[config.mk]
export PLATFORM = sky130hd
export DESIGN_NAME = cdb_arbiter
export DESIGN_NICKNAME = d
export VERILOG_FILES = /design/src/rtl/cdb_arbiter_pkg.sv /design/src/rtl/cdb_arbiter_fifo.sv /design/src/rtl/cdb_arbiter.sv
export SDC_FILE = /design/constraint.sdc
export NUM_CORES = 1
export LEC_CHECK = 0
export CORE_MARGIN = 2
export CORE_UTILIZATION = 60
export CTS_BUF_LIST = sky130_fd_sc_hd__clkbuf_2
export CTS_CLUSTER_DIAMETER = 100
export DETAILED_ROUTE_END_ITERATION = 7
export GPL_TIMING_DRIVEN = 0
export HOLD_SLACK_MARGIN = 0.08
export PLACE_DENSITY = 0.83
export SETUP_SLACK_MARGIN = 0.1
export SYNTH_ARGS = -nofsm -noshare
export SYNTH_HDL_FRONTEND = slang
export SYNTH_SLANG_ARGS = --single-unit
[constraint.sdc]
create_clock -name clk -period 9.1 [get_ports clk]
set_input_delay 1.365 -clock clk [delete_from_list [all_inputs] [get_ports clk]]
set_output_delay 1.365 -clock clk [all_outputs]
set_load 0.02 [all_outputs]
[src/rtl/cdb_arbiter_pkg.sv]
// cdb_arbiter_pkg: shared widths, source encoding and FIFO payload layouts
// for the common data bus arbiter.
`ifndef DATA_LEN
`define DATA_LEN 32
`endif
`ifndef ROB_LEN
`define ROB_LEN 4
`endif

package cdb_arbiter_pkg;

   localparam int unsigned DATA_LEN = `DATA_LEN;
   localparam int unsigned ROB_LEN  = `ROB_LEN;

   typedef enum logic {
      CDB_SRC_ALU = 1'b0,
      CDB_SRC_LSB = 1'b1
   } cdb_src_e;

   typedef struct packed {
      logic                isjump;
      logic [DATA_LEN-1:0] jumpto;
      logic [DATA_LEN-1:0] val;
      logic [ROB_LEN-1:0]  robpos;
   } alu_entry_t;

   typedef struct packed {
      logic [DATA_LEN-1:0] val;
      logic [ROB_LEN-1:0]  robpos;
   } lsb_entry_t;

endpackage

[src/rtl/cdb_arbiter_fifo.sv]
// cdb_fifo: small skid FIFO with head/tail/count, synchronous flush and
// asynchronous active-low reset. Pushes while full are dropped here.
module cdb_fifo #(
   parameter int unsigned DEPTH = 4,
   parameter int unsigned PTR_W = 2,
   parameter int unsigned W     = 8
) (
   input  logic         clk,
   input  logic         reset,
   input  logic         flush,
   input  logic         push,
   input  logic [W-1:0] push_data,
   input  logic         pop,
   output logic [W-1:0] head_data,
   output logic         full,
   output logic         empty
);

   logic [W-1:0]     mem [DEPTH];
   logic [PTR_W-1:0] head;
   logic [PTR_W-1:0] tail;
   logic [PTR_W:0]   count;
   logic             do_push;
   logic             do_pop;

   assign full      = (count == (PTR_W+1)'(DEPTH));
   assign empty     = (count == '0);
   assign do_push   = push && !full;
   assign do_pop    = pop && !empty;
   assign head_data = mem[head];

   // Pointer and occupancy tracking; pointers wrap naturally at DEPTH.
   always_ff @(posedge clk or negedge reset) begin
      if (!reset) begin
         head  <= '0;
         tail  <= '0;
         count <= '0;
      end else if (flush) begin
         head  <= '0;
         tail  <= '0;
         count <= '0;
      end else begin
         if (do_push) tail <= tail + 1'b1;
         if (do_pop)  head <= head + 1'b1;
         case ({do_push, do_pop})
            2'b10:   count <= count + 1'b1;
            2'b01:   count <= count - 1'b1;
            default: ;
         endcase
      end
   end

   // Entry storage; contents are don't-care until written.
   always_ff @(posedge clk) begin
      if (do_push && !flush) mem[tail] <= push_data;
   end

endmodule

[src/rtl/cdb_arbiter.sv]
// cdb_arbiter: round-robin arbiter sharing the ROB result-write port between
// the ALU and the LSB load path, driving a registered common data bus.
// Optional: define CDB_PERF_EN to add the conflict_cnt output.
module cdb_arbiter
   import cdb_arbiter_pkg::*;
#(
   parameter int unsigned DEPTH = 4,
   parameter int unsigned PTR_W = 2
) (
   input  logic                clk,
   input  logic                reset,
   input  logic                ready,
   input  logic                clear,
   input  logic                alu_flag,
   input  logic [DATA_LEN-1:0] alu_val,
   input  logic                alu_isjump,
   input  logic [DATA_LEN-1:0] alu_jumpto,
   input  logic [ROB_LEN-1:0]  alu_robpos,
   output logic                alu_stall,
   input  logic                lsb_flag,
   input  logic [DATA_LEN-1:0] lsb_val,
   input  logic [ROB_LEN-1:0]  lsb_robpos,
   output logic                lsb_stall,
   output logic                cdb_flag,
   output logic                cdb_src,
   output logic [DATA_LEN-1:0] cdb_val,
   output logic                cdb_isjump,
   output logic [DATA_LEN-1:0] cdb_jumpto,
   output logic [ROB_LEN-1:0]  cdb_robpos,
   output logic                cdb_ovf
`ifdef CDB_PERF_EN
   ,
   output logic [31:0]         conflict_cnt
`endif
);

   alu_entry_t alu_live, alu_head, alu_sel;
   lsb_entry_t lsb_live, lsb_head, lsb_sel;
   logic       alu_full, alu_empty, alu_cand, alu_push, alu_pop, alu_take_live;
   logic       lsb_full, lsb_empty, lsb_cand, lsb_push, lsb_pop, lsb_take_live;
   logic       arb_en, both_cand, grant_any;
   cdb_src_e   grant_src, last_grant;

   assign alu_live  = {alu_isjump, alu_jumpto, alu_val, alu_robpos};
   assign lsb_live  = {lsb_val, lsb_robpos};
   assign alu_stall = alu_full;
   assign lsb_stall = lsb_full;

   cdb_fifo #(.DEPTH(DEPTH), .PTR_W(PTR_W), .W($bits(alu_entry_t))) u_alu_fifo (
      .clk(clk), .reset(reset), .flush(clear),
      .push(alu_push), .push_data(alu_live), .pop(alu_pop),
      .head_data(alu_head), .full(alu_full), .empty(alu_empty)
   );

   cdb_fifo #(.DEPTH(DEPTH), .PTR_W(PTR_W), .W($bits(lsb_entry_t))) u_lsb_fifo (
      .clk(clk), .reset(reset), .flush(clear),
      .push(lsb_push), .push_data(lsb_live), .pop(lsb_pop),
      .head_data(lsb_head), .full(lsb_full), .empty(lsb_empty)
   );

   // Candidate selection, round-robin grant and FIFO push/pop steering.
   // A granted live input bypasses its (empty) FIFO instead of being written.
   always_comb begin
      arb_en    = ready && !clear;
      alu_cand  = !alu_empty || alu_flag;
      lsb_cand  = !lsb_empty || lsb_flag;
      both_cand = alu_cand && lsb_cand;
      grant_any = arb_en && (alu_cand || lsb_cand);
      grant_src = CDB_SRC_ALU;
      if (both_cand)
         grant_src = (last_grant == CDB_SRC_ALU) ? CDB_SRC_LSB : CDB_SRC_ALU;
      else if (lsb_cand)
         grant_src = CDB_SRC_LSB;
      alu_sel       = alu_empty ? alu_live : alu_head;
      lsb_sel       = lsb_empty ? lsb_live : lsb_head;
      alu_pop       = grant_any && (grant_src == CDB_SRC_ALU) && !alu_empty;
      lsb_pop       = grant_any && (grant_src == CDB_SRC_LSB) && !lsb_empty;
      alu_take_live = grant_any && (grant_src == CDB_SRC_ALU) && alu_empty;
      lsb_take_live = grant_any && (grant_src == CDB_SRC_LSB) && lsb_empty;
      alu_push      = alu_flag && !clear && !alu_take_live;
      lsb_push      = lsb_flag && !clear && !lsb_take_live;
   end

   // CDB output registers, grant history and sticky overflow flag.
   always_ff @(posedge clk or negedge reset) begin
      if (!reset) begin
         cdb_flag   <= 1'b0;
         cdb_src    <= 1'b0;
         cdb_val    <= '0;
         cdb_isjump <= 1'b0;
         cdb_jumpto <= '0;
         cdb_robpos <= '0;
         cdb_ovf    <= 1'b0;
         last_grant <= CDB_SRC_LSB;
      end else begin
         if (!clear && ((alu_flag && alu_full) || (lsb_flag && lsb_full)))
            cdb_ovf <= 1'b1;
         if (clear) begin
            cdb_flag   <= 1'b0;
            last_grant <= CDB_SRC_LSB;
         end else if (grant_any) begin
            cdb_flag   <= 1'b1;
            cdb_src    <= grant_src;
            last_grant <= grant_src;
            if (grant_src == CDB_SRC_ALU) begin
               cdb_val    <= alu_sel.val;
               cdb_isjump <= alu_sel.isjump;
               cdb_jumpto <= alu_sel.jumpto;
               cdb_robpos <= alu_sel.robpos;
            end else begin
               cdb_val    <= lsb_sel.val;
               cdb_isjump <= 1'b0;
               cdb_jumpto <= '0;
               cdb_robpos <= lsb_sel.robpos;
            end
         end else begin
            cdb_flag <= 1'b0;
         end
      end
   end

`ifdef CDB_PERF_EN
   // Saturating count of arbitration cycles with both sources competing.
   always_ff @(posedge clk or negedge reset) begin
      if (!reset)
         conflict_cnt <= '0;
      else if (arb_en && both_cand && (conflict_cnt != '1))
         conflict_cnt <= conflict_cnt + 1'b1;
   end
`endif

endmodule

**Word level (Yosys, flattened, before mapping)**

Memories as Yosys holds them, arrays and structs flattened.
Cells that the tools add are included.

- Output and inout bits: 74
- Bits in writable memories: 420
- Word-level logic and storage cells: 104
- Input bits: 111
- Memories kept: 2
- Register bits: 87

Memory list:

| name | depth | bits a word | read ports | clocked after memory_dff | write ports | line | source |
|---|---|---|---|---|---|---|---|
| u_alu_fifo.mem | 4 | 69 | 1 | 0 | 1 | cdb_arbiter_fifo.sv:19 | `logic [W-1:0] mem [DEPTH];` |
| u_lsb_fifo.mem | 4 | 36 | 1 | 0 | 1 | cdb_arbiter_fifo.sv:19 |  |

- Mux-type cells: 29
- Equality and inequality tests: 6
- Bitwise logic cells: 2
- $add $sub $neg: 8
- Reductions and logical operators: 43

Operators by type and width:

| kind | number |
|---|---|
| two-way mux 69 bit | 1 |
| two-way mux 32 bit | 2 |
| two-way mux 36 bit | 1 |
| logical AND 1 bit | 22 |
| two-way mux 2 bit | 8 |
| two-way mux 1 bit | 12 |
| case mux 3 bit (2 select lines) | 2 |
| nonzero test 2 bit | 5 |
| adder 2 x 1 -> 2 bit (second input constant) | 4 |
| zero test 1 bit | 7 |
| adder 3 x 1 -> 3 bit (second input constant) | 2 |
| equality test 3 bit (second input constant) | 2 |
| zero test 3 bit | 2 |
| two-way mux 3 bit | 2 |
| nonzero test 3 bit | 2 |
| subtractor 3 x 1 -> 3 bit (second input constant) | 2 |
| equality test 2 x 1 -> 1 bit (second input constant) | 2 |
| equality test 2 bit (second input constant) | 2 |
| logical OR 1 bit | 4 |
| two-way mux 4 bit | 1 |
| inverter 1 bit | 2 |
| AND reduction 2 bit | 1 |

**Longest topological paths before layout**

Gate-level depths: netlist of the first run.

- Depth in word-level cells: 14
- Depth in mapped cells: 10
- Mapped depth without buffers: 8

**By module**

Synthesis of the first run repeated with hierarchy kept, for this count alone.

- Cells, all modules: 1023
- Area total of the unflattened synthesis: 20671.1 µm²

Modules (own cells, without submodules):

| module | instances | cells each | area each (µm²) |
|---|---|---|---|
| cdb_fifo at u_alu_fifo | 1 | 425 | 10515.1 |
| cdb_fifo at u_lsb_fifo | 1 | 252 | 5744.3 |
| cdb_arbiter | 1 | 346 | 4411.7 |

**Worst setup path after synthesis of the first run**

Ideal clock, no wire load.

- Path kind: input port to flip-flop
- From: in alu_flag
- To: mem u_alu_fifo.mem[0][0] (netlist bit) (enable)
- Library setup time: 435 ps
- Buffers on the path: 0
- Path slack: 5092 ps
- Arrival time: 3573 ps
- Stages on the path: 3
- Cells stage by stage: inv_1 > nor3_1 > and3_1

- Cells in the longest elaborated chain, start to end: 12

RTL lines:

| item | line | source |
|---|---|---|
| start, declared | cdb_arbiter.sv:14 | `input logic alu_flag,` |
| logical OR 1 bit | cdb_arbiter.sv:65 | `alu_cand = !alu_empty \|\| alu_flag;` |
| logical AND 1 bit | cdb_arbiter.sv:67 | `both_cand = alu_cand && lsb_cand;` |
| two-way mux 1 bit | cdb_arbiter.sv:70 | `if (both_cand)` |
| inverter 1 bit | - |  |
| logical AND 1 bit (2 in series) | cdb_arbiter.sv:78 | `alu_take_live = grant_any && (grant_src == CDB_SRC_ALU) && alu_empty;` |
| zero test 1 bit | cdb_arbiter.sv:80 | `alu_push = alu_flag && !clear && !alu_take_live;` |
| logical AND 1 bit * | cdb_arbiter.sv:80 |  |
| logical AND 1 bit * | cdb_arbiter_fifo.sv:28 | `assign do_push = push && !full;` |
| logical AND 1 bit * | cdb_arbiter_fifo.sv:55 | `if (do_push && !flush) mem[tail] <= push_data;` |
| two-way mux 1 bit * | cdb_arbiter_fifo.sv:55 |  |
| two-way mux 1 bit (not written as such) * | cdb_arbiter_fifo.sv:55 |  |
| end, declared | cdb_arbiter_fifo.sv:19 |  |

Every way passes the cells marked *; elsewhere a longest branch is shown, timed or not.

**Worst setup path after layout of the first run**

- From: reg u_alu_fifo.count[0]
- To: out alu_stall

- Cells in the longest elaborated chain, start to end: 1

RTL lines:

| item | line | source |
|---|---|---|
| start, declared | cdb_arbiter_fifo.sv:22 | `logic [PTR_W:0] count;` |
| start signal, assigned | cdb_arbiter_fifo.sv:46 | `2'b10: count <= count + 1'b1;` |
| start signal, assigned | cdb_arbiter_fifo.sv:47 | `2'b01: count <= count - 1'b1;` |
| equality test 3 bit | cdb_arbiter_fifo.sv:26 | `assign full = (count == (PTR_W+1)'(DEPTH));` |
| end, declared | cdb_arbiter.sv:19 | `output logic alu_stall,` |

No other way between the ends.

==> flow_summary_export.csv, run 1 <==
group,metric,value,unit
run_status,status,"finished clean",
routing,ant_nets,0,
routing,wl_per_cell,22.69,um
timing,setup_viol,0,
yosys,synth_area,19620,um^2
setup_path,critical_path_required,7.74,ns
pwr,vdd.ir_drop.worst,154.8,uV
setup_path,cp_slowest_cell,"clkdlybuf4s50_1",
place,gp_congestion,0.8059,
place,io_buffers,184,
timing,tightest_slew,1.264,ns
yosys,synth_top_flop_cell,"edfxtp_1",
yosys,syn_area_per_cell,18.81,um^2
setup_path,arrival,2.81,ns
clock_tree,cts_tree,"yes",
grt,overflow,0,
clock_tree,cts_buffer_depth,3,
clock_tree,cts_inserted_buffers,120,
die,die_x,184.8,um
yosys,synth-warning-count,0,
finish,final_common_cell,"edfxtp_1",
yosys,ys_ff_latch,507,
setup_path,cpPeakStageDelay,0.68,ns
routing,wl,43230,um
timing,final.setup.tns,0,ns
grt,grt_pass1_vias,11850,
grt,grt_start_max_net_pins,60,
finish,finalNetCount,1479,
timing,drv_slew,0,
yosys,synth_edf_count,420,
setup_path,path_class,"flop to output pin",
yosys,ys_async_sr_fraction,0.1716,
setup_path,path_cells,"or3b_2 -> inv_1 -> clkdlybuf4s50_1",
grt,antenna_found_initial,5,
die,start_util,0.6059,
finish,mostFrequentLayoutCells,"420 x edfxtp_1, 183 x clkdlybuf4s50_1, 181 x clkbuf_2",
pwr,leakage,8.173,nW
finish,drive_gt1_frac,0.2315,
routing,viasPerCell,5.939,
routing,drcViolationCount,0,
clock_tree,clkTransAtPathRegs,0.13,ns
setup_path,cp_top_family,"buffers and inverters",
die,rows,66,
die,core-area,32370,um^2
clock_tree,cts_resized,0,
setup_path,r2r-end,"u_lsb_fifo.mem[0][33]",
timing,hold_violations,0,
place,dp_hpwl,27460,um
clock_tree,hold_buffers,0,
timing,fin_worst_skew,0.05878,ns
timing,whs,0.2976,ns
setup_path,cp_max_fo,8,
finish,areaGrowthSynthToFinish,19.46,%
setup_path,worstRegToRegCells,6,
clock_tree,clk_latency,1.02,ns
yosys,synthCells,1043,
grt,grt_pass1_wl,66160,um
die,boundaryPins,185,
timing,rsz0062_at_grt,"false",
min_path,hold_class,"input pin to async pin",
routing,dr.first_iter.drc_count,1105,
clock_tree,htree_levels,3,
yosys,synth-seq-area-share,0.7540,
timing,period_share,0.4593,
clock_tree,clock_sinks,507,
grt,grt_use_total,0.2629,
clock_tree,post_cts_buffers,0,
pwr,power_density,223.5,nW/um^2
setup_path,crit_buf_inv,2,
setup_path,critPathLaunchType,"flop",
timing,fmax,239.3,MHz
clock_tree,clock-root-buffer,"clkbuf_2",
routing,dr.pass1.iters,5,
pwr,total_power,0.005237,W
timing,relSlewSlack,0.1485,
setup_path,ff2ff_setup_slack,5.68,ns
routing,num_vias,11310,
timing,period_needed,4.180,ns
yosys,ys_types,49,
setup_path,worstSetupEndpointType,"output pin",
flow_run,maxCapViolCount,0,
die,dieArea,34150,um^2
yosys,syn_nets,1164,
die,fp.dieH,184.8,um
setup_path,rr_startpoint,"u_alu_fifo.count[0]",
-- state kept, by name, indices dropped and copies added, names as in the netlist --
register and cells:
cdb_ovf 1, u_lsb_fifo.tail 2, cdb_isjump 1, cdb_robpos 4
cdb_jumpto 32, u_alu_fifo.mem 276, u_alu_fifo.count 3, cdb_src 1
u_lsb_fifo.head 2, u_alu_fifo.head 2, last_grant 1, u_lsb_fifo.mem 144
u_lsb_fifo.count 3, cdb_flag 1, cdb_val 32, u_alu_fifo.tail 2
-- cells in the mapped netlist, types with 2 or more instances --
cell type	number	area, um^2
nand3_1	42	210.2
mux2_2	2	22.52
fa_1	2	40.04
dfrtp_1	86	2152
nand2b_1	3	18.77
a21o_1	2	15.01
ha_1	8	100.1
o211ai_1	4	30.03
edfxtp_1	420	12610
nor2b_1	4	25.02
or3_1	4	25.02
clkbuf_1	39	146.4
or4_1	2	15.01
buf_2	9	45.04
a21oi_1	9	45.04
nor2_1	14	52.55
buf_1	10	37.54
a22oi_1	107	803.3
inv_1	14	52.55
o21ai_0	9	45.04
nand2_1	110	412.9
mux4_2	105	2365
mux2i_1	2	20.02
xor2_1	2	17.52
nor3_1	4	20.02
and3_1	6	37.54
or3b_2	2	17.52
-- layout make-up --
| cell class | count | area (um^2) |
|---|---|---|
| Inverter | 14 | 52.55 |
| Multi-Input combinational cell | 463 | 4582 |
| Buffer | 59 | 240.2 |
| Antenna cell | 3 | 7.507 |
| Clock buffer | 181 | 905.9 |
| Tap cell | 442 | 553.0 |
| Fill cell | 2088 | 8939 |
| Timing Repair Buffer | 193 | 2049 |
| Clock inverter | 43 | 251.5 |
| Sequential cell | 507 | 14790 |
-- metrics by stage --
step	worst slack (ns)	utilization	cell area, um^2	std cells
6_report	4.921	0.7239	23430	1905
5_1_grt	4.741	0.7239	23430	1905
3_3_place_gp	2.900	0.6799	22010	1669
4_1_cts	4.824	0.7236	23430	1902
3_5_place_dp	4.253	0.6879	22270	1678
2_1_floorplan	5.092	-	19620	1043
-- routing by layer --
metal / share of wire / track usage
met5: 0 / 0
met4: 0.025 / 0.1051
met3: 0.083 / 0.06528
met2: 0.50 / 0.4237
met1: 0.39 / 0.3508
-- cell families after synthesis --
family,after synthesis,share of synthesized area
flops,507,0.7540
buf+inv,73,0.01493
simple gates,199,0.04637
xor+xnor,2,0.0008932
fa+ha+maj,10,0.007145
mux,109,0.1227
compound gates,143,0.05390
-- worst max path at each step --
stage | start | to | slack, ns | cells after the start
after detailed placement | alu_flag | u_lsb_fifo.mem[1][14] | 4.25 | 7
after global routing | u_alu_fifo.count[0] | alu_stall | 4.74 | 3
after CTS | u_alu_fifo.count[0] | alu_stall | 4.82 | 3
final | u_alu_fifo.count[0] | alu_stall | 4.92 | 3
after floorplan | alu_flag | u_alu_fifo.mem[0][0] | 5.09 | 3
after global placement | reset | cdb_val[23] | 2.90 | 1
-- power by group --
part | total, W | internal [W] | switching, W
sequential | 0.00280 | 0.00270 | 0.000102
combinational | 0.000942 | 0.000439 | 0.000503
clock | 0.00150 | 0.000619 | 0.000880
total | 0.00524 | 0.00375 | 0.00148
(Power assumes the default switching activity.)
==> run 2, diff against run 1 <==
CORE_UTILIZATION = 54   (was 60)
PLACE_DENSITY = 0.79   (was 0.83)
clock period = 3.7 ns   (was 9.1 ns; I/O delays follow)
==> run 2 against run 1 <==
  * Clock-buffer cell count up 13
  * Worst setup slack worse by 4.6 ns
  * Clock power increased by 130%
  * Combinational power rose by 150%
  * Via count down 1.2%
  * Final cell count rose by 1.3%
  * Die area increased by 11%
  * Sequential share of layout area shrank 0.26 points
  * Design area is 0.42% higher
  * Critical path depth unchanged
  * Sequential cell count is the same
  * Largest cell class unchanged
  * Largest power group unchanged
==> flow_summary_export.csv, run 2 (synthesis gave the netlist of run 1 again) <==
group,metric,value,unit
die,boundaryPins,185,
grt,antenna_found_initial,2,
pwr,share_seq_of_total_power,0.542,
setup_path,arrival,2.82,ns
finish,reg.largest.list,"u_alu_fifo.mem x276, u_lsb_fifo.mem x144",
place,dp_hpwl,27040,um
die,fp.dieH,194.6,um
clock_tree,cts_buffer_depth,3,
place,placed_area,22330,um^2
routing,wl,43020,um
finish,fin_cells,1930,
pwr,vdd.ir_drop.worst,350.2,uV
timing,fmax,296.0,MHz
pwr,internal_power,0.009087,W
routing,dr.first_iter.drc_count,968,
routing,viasPerCell,5.792,
routing,num_vias,11180,
timing,final.setup.tns,0,ns
finish,drive_gt1_frac,0.2337,
clock_tree,clock-root-buffer,"clkbuf_2",
pwr,switching_power,0.003600,W
timing,setup_viol,0,
pwr,p_sw_frac,0.2837,
routing,drcViolationCount,0,
die,start_util,0.5501,
place,gp_congestion,0.7972,
place,dp_cells,1697,
timing,period_share,0.9130,
die,dieArea,37870,um^2
grt,grt_start_max_net_pins,55,
pwr,power_frac_clock,0.275,
timing,relSlewSlack,0.2083,
clock_tree,clk_latency,1.05,ns
min_path,hold_class,"input pin to async pin",
timing,whs,0.1516,ns
timing,fin_worst_skew,0.07442,ns
setup_path,critical_path_required,3.14,ns
pwr,power_density,539.2,nW/um^2
die,rows,69,
clock_tree,clock_sinks,507,
grt,grt_pass1_vias,11730,
finish,finalNetCount,1488,
finish,final_area,23530,um^2
setup_path,cp_max_fo,8,
pwr,total_power,0.01269,W
timing,tightest_slew,1.185,ns
die,core-area,35660,um^2
pwr,power_frac_comb,0.183,
finish,mostFrequentLayoutCells,"420 x edfxtp_1, 194 x clkbuf_2, 183 x clkdlybuf4s50_1",
pwr,leakage,8.212,nW
clock_tree,post_cts_buffers,0,
timing,period_needed,3.378,ns
finish,areaGrowthSynthToFinish,19.96,%
die,die_x,194.6,um
routing,wl_per_cell,22.29,um
timing,rsz0062_at_grt,"false",
timing,hold_violations,0,
setup_path,setup.worst_path.start,"u_alu_fifo.count[0]",
flow_run,maxCapViolCount,0,
clock_tree,clkTransAtPathRegs,0.11,ns
setup_path,worstSetupEndpointType,"output pin",
finish,top_register,"u_alu_fifo.mem",
grt,overflow,0,
timing,drv_slew,0,
finish,final_common_cell,"edfxtp_1",
routing,ant_nets,0,
setup_path,rr_startpoint,"u_lsb_fifo.count[2]",
clock_tree,cts_inserted_buffers,117,
grt,grt_pass1_wl,66120,um
clock_tree,htree_levels,3,
setup_path,critPathLaunchType,"flop",
place,io_buffers,184,
grt,grt_use_total,0.2320,
run_status,status,"finished clean",
clock_tree,cts_tree,"yes",
finish,largest_reg_flops,276,
routing,dr.pass1.iters,5,
setup_path,path_class,"flop to output pin",
run 2: changes by cell type in the layout (fill, tap and decap cells not counted), sizes merged:
cell	previous run	this run
diode	3	1
dlygate4sd3	0	12
bufinv	3	0
clkinv	38	23
clkbuf	220	233
clkinvlp	0	1
run 2: stage by stage:
step / setup WS [ns] / utilization
finish: 0.3218 / 0.6599
global route: 0.1709 / 0.6599
CTS: 0.2285 / 0.6598
detailed placement: -0.3508 / 0.6262
global placement: -1.880 / 0.6180
floorplan: 0.3893 / -
run 2: worst paths after layout:
kind | to | depth (start not counted) | slack, ns
setup reg to reg | cdb_jumpto[23] | 7 | 0.50
min in group clk | u_alu_fifo.mem[0][11] | 1 | 0.17
setup / recovery | alu_stall | 3 | 0.32
hold / removal | cdb_jumpto[7] | 2 | 0.15
max in group asynchronous | last_grant | 3 | 2.76
hold reg to reg | cdb_jumpto[19] | 2 | 0.47
run 2: area by class of cell:
cell class | instances | area [um^2]
flip-flops and latches | 507 | 14790
fillers | 2548 | 12130
multi-input cells | 463 | 4586
repair buffers | 205 | 2207
clock buffers | 194 | 970.9
well taps | 461 | 576.8
plain buffers | 59 | 240.2
clock inverters | 26 | 103.9
inverters | 14 | 52.55
diodes | 1 | 2.502
run 2: power by group through the flow:
stage                     Combinational [W]  Clock [W]  Sequential (W)
after floorplan                    0.000842          0         0.00732
after global placement              0.00224          0         0.00700
after detailed placement            0.00232          0         0.00700
after CTS                           0.00235    0.00360         0.00687
after global routing                0.00250    0.00390         0.00692
final                               0.00232    0.00349         0.00687
run 2: critical path, cell delays in order, from the launching register on:
cell and delay (ns):
dfrtp_1 0.48, or3b_2 0.54, inv_1 0.16, clkdlybuf4s50_1 0.67
run 2: timing repair:
| action | 4_1_cts | 5_1_grt |
|---|---|---|
| hold buffers | 12 | 0 |
| gates resized for setup | 0 | 1 |
| endpoints found under the hold margin | 104 | 0 |
| endpoints found under the setup margin | 0 | 72 |
run 2: metal layers:
layer	vias to the layer above	wire length, um	part of all wire	GRT usage
met5	-	11	0.00026	0
met4	2	793	0.018	0.08120
met3	62	2876	0.067	0.04737
met2	444	21280	0.49	0.3725
met1	5724	18060	0.42	0.3218
li1	4946	-	-	-
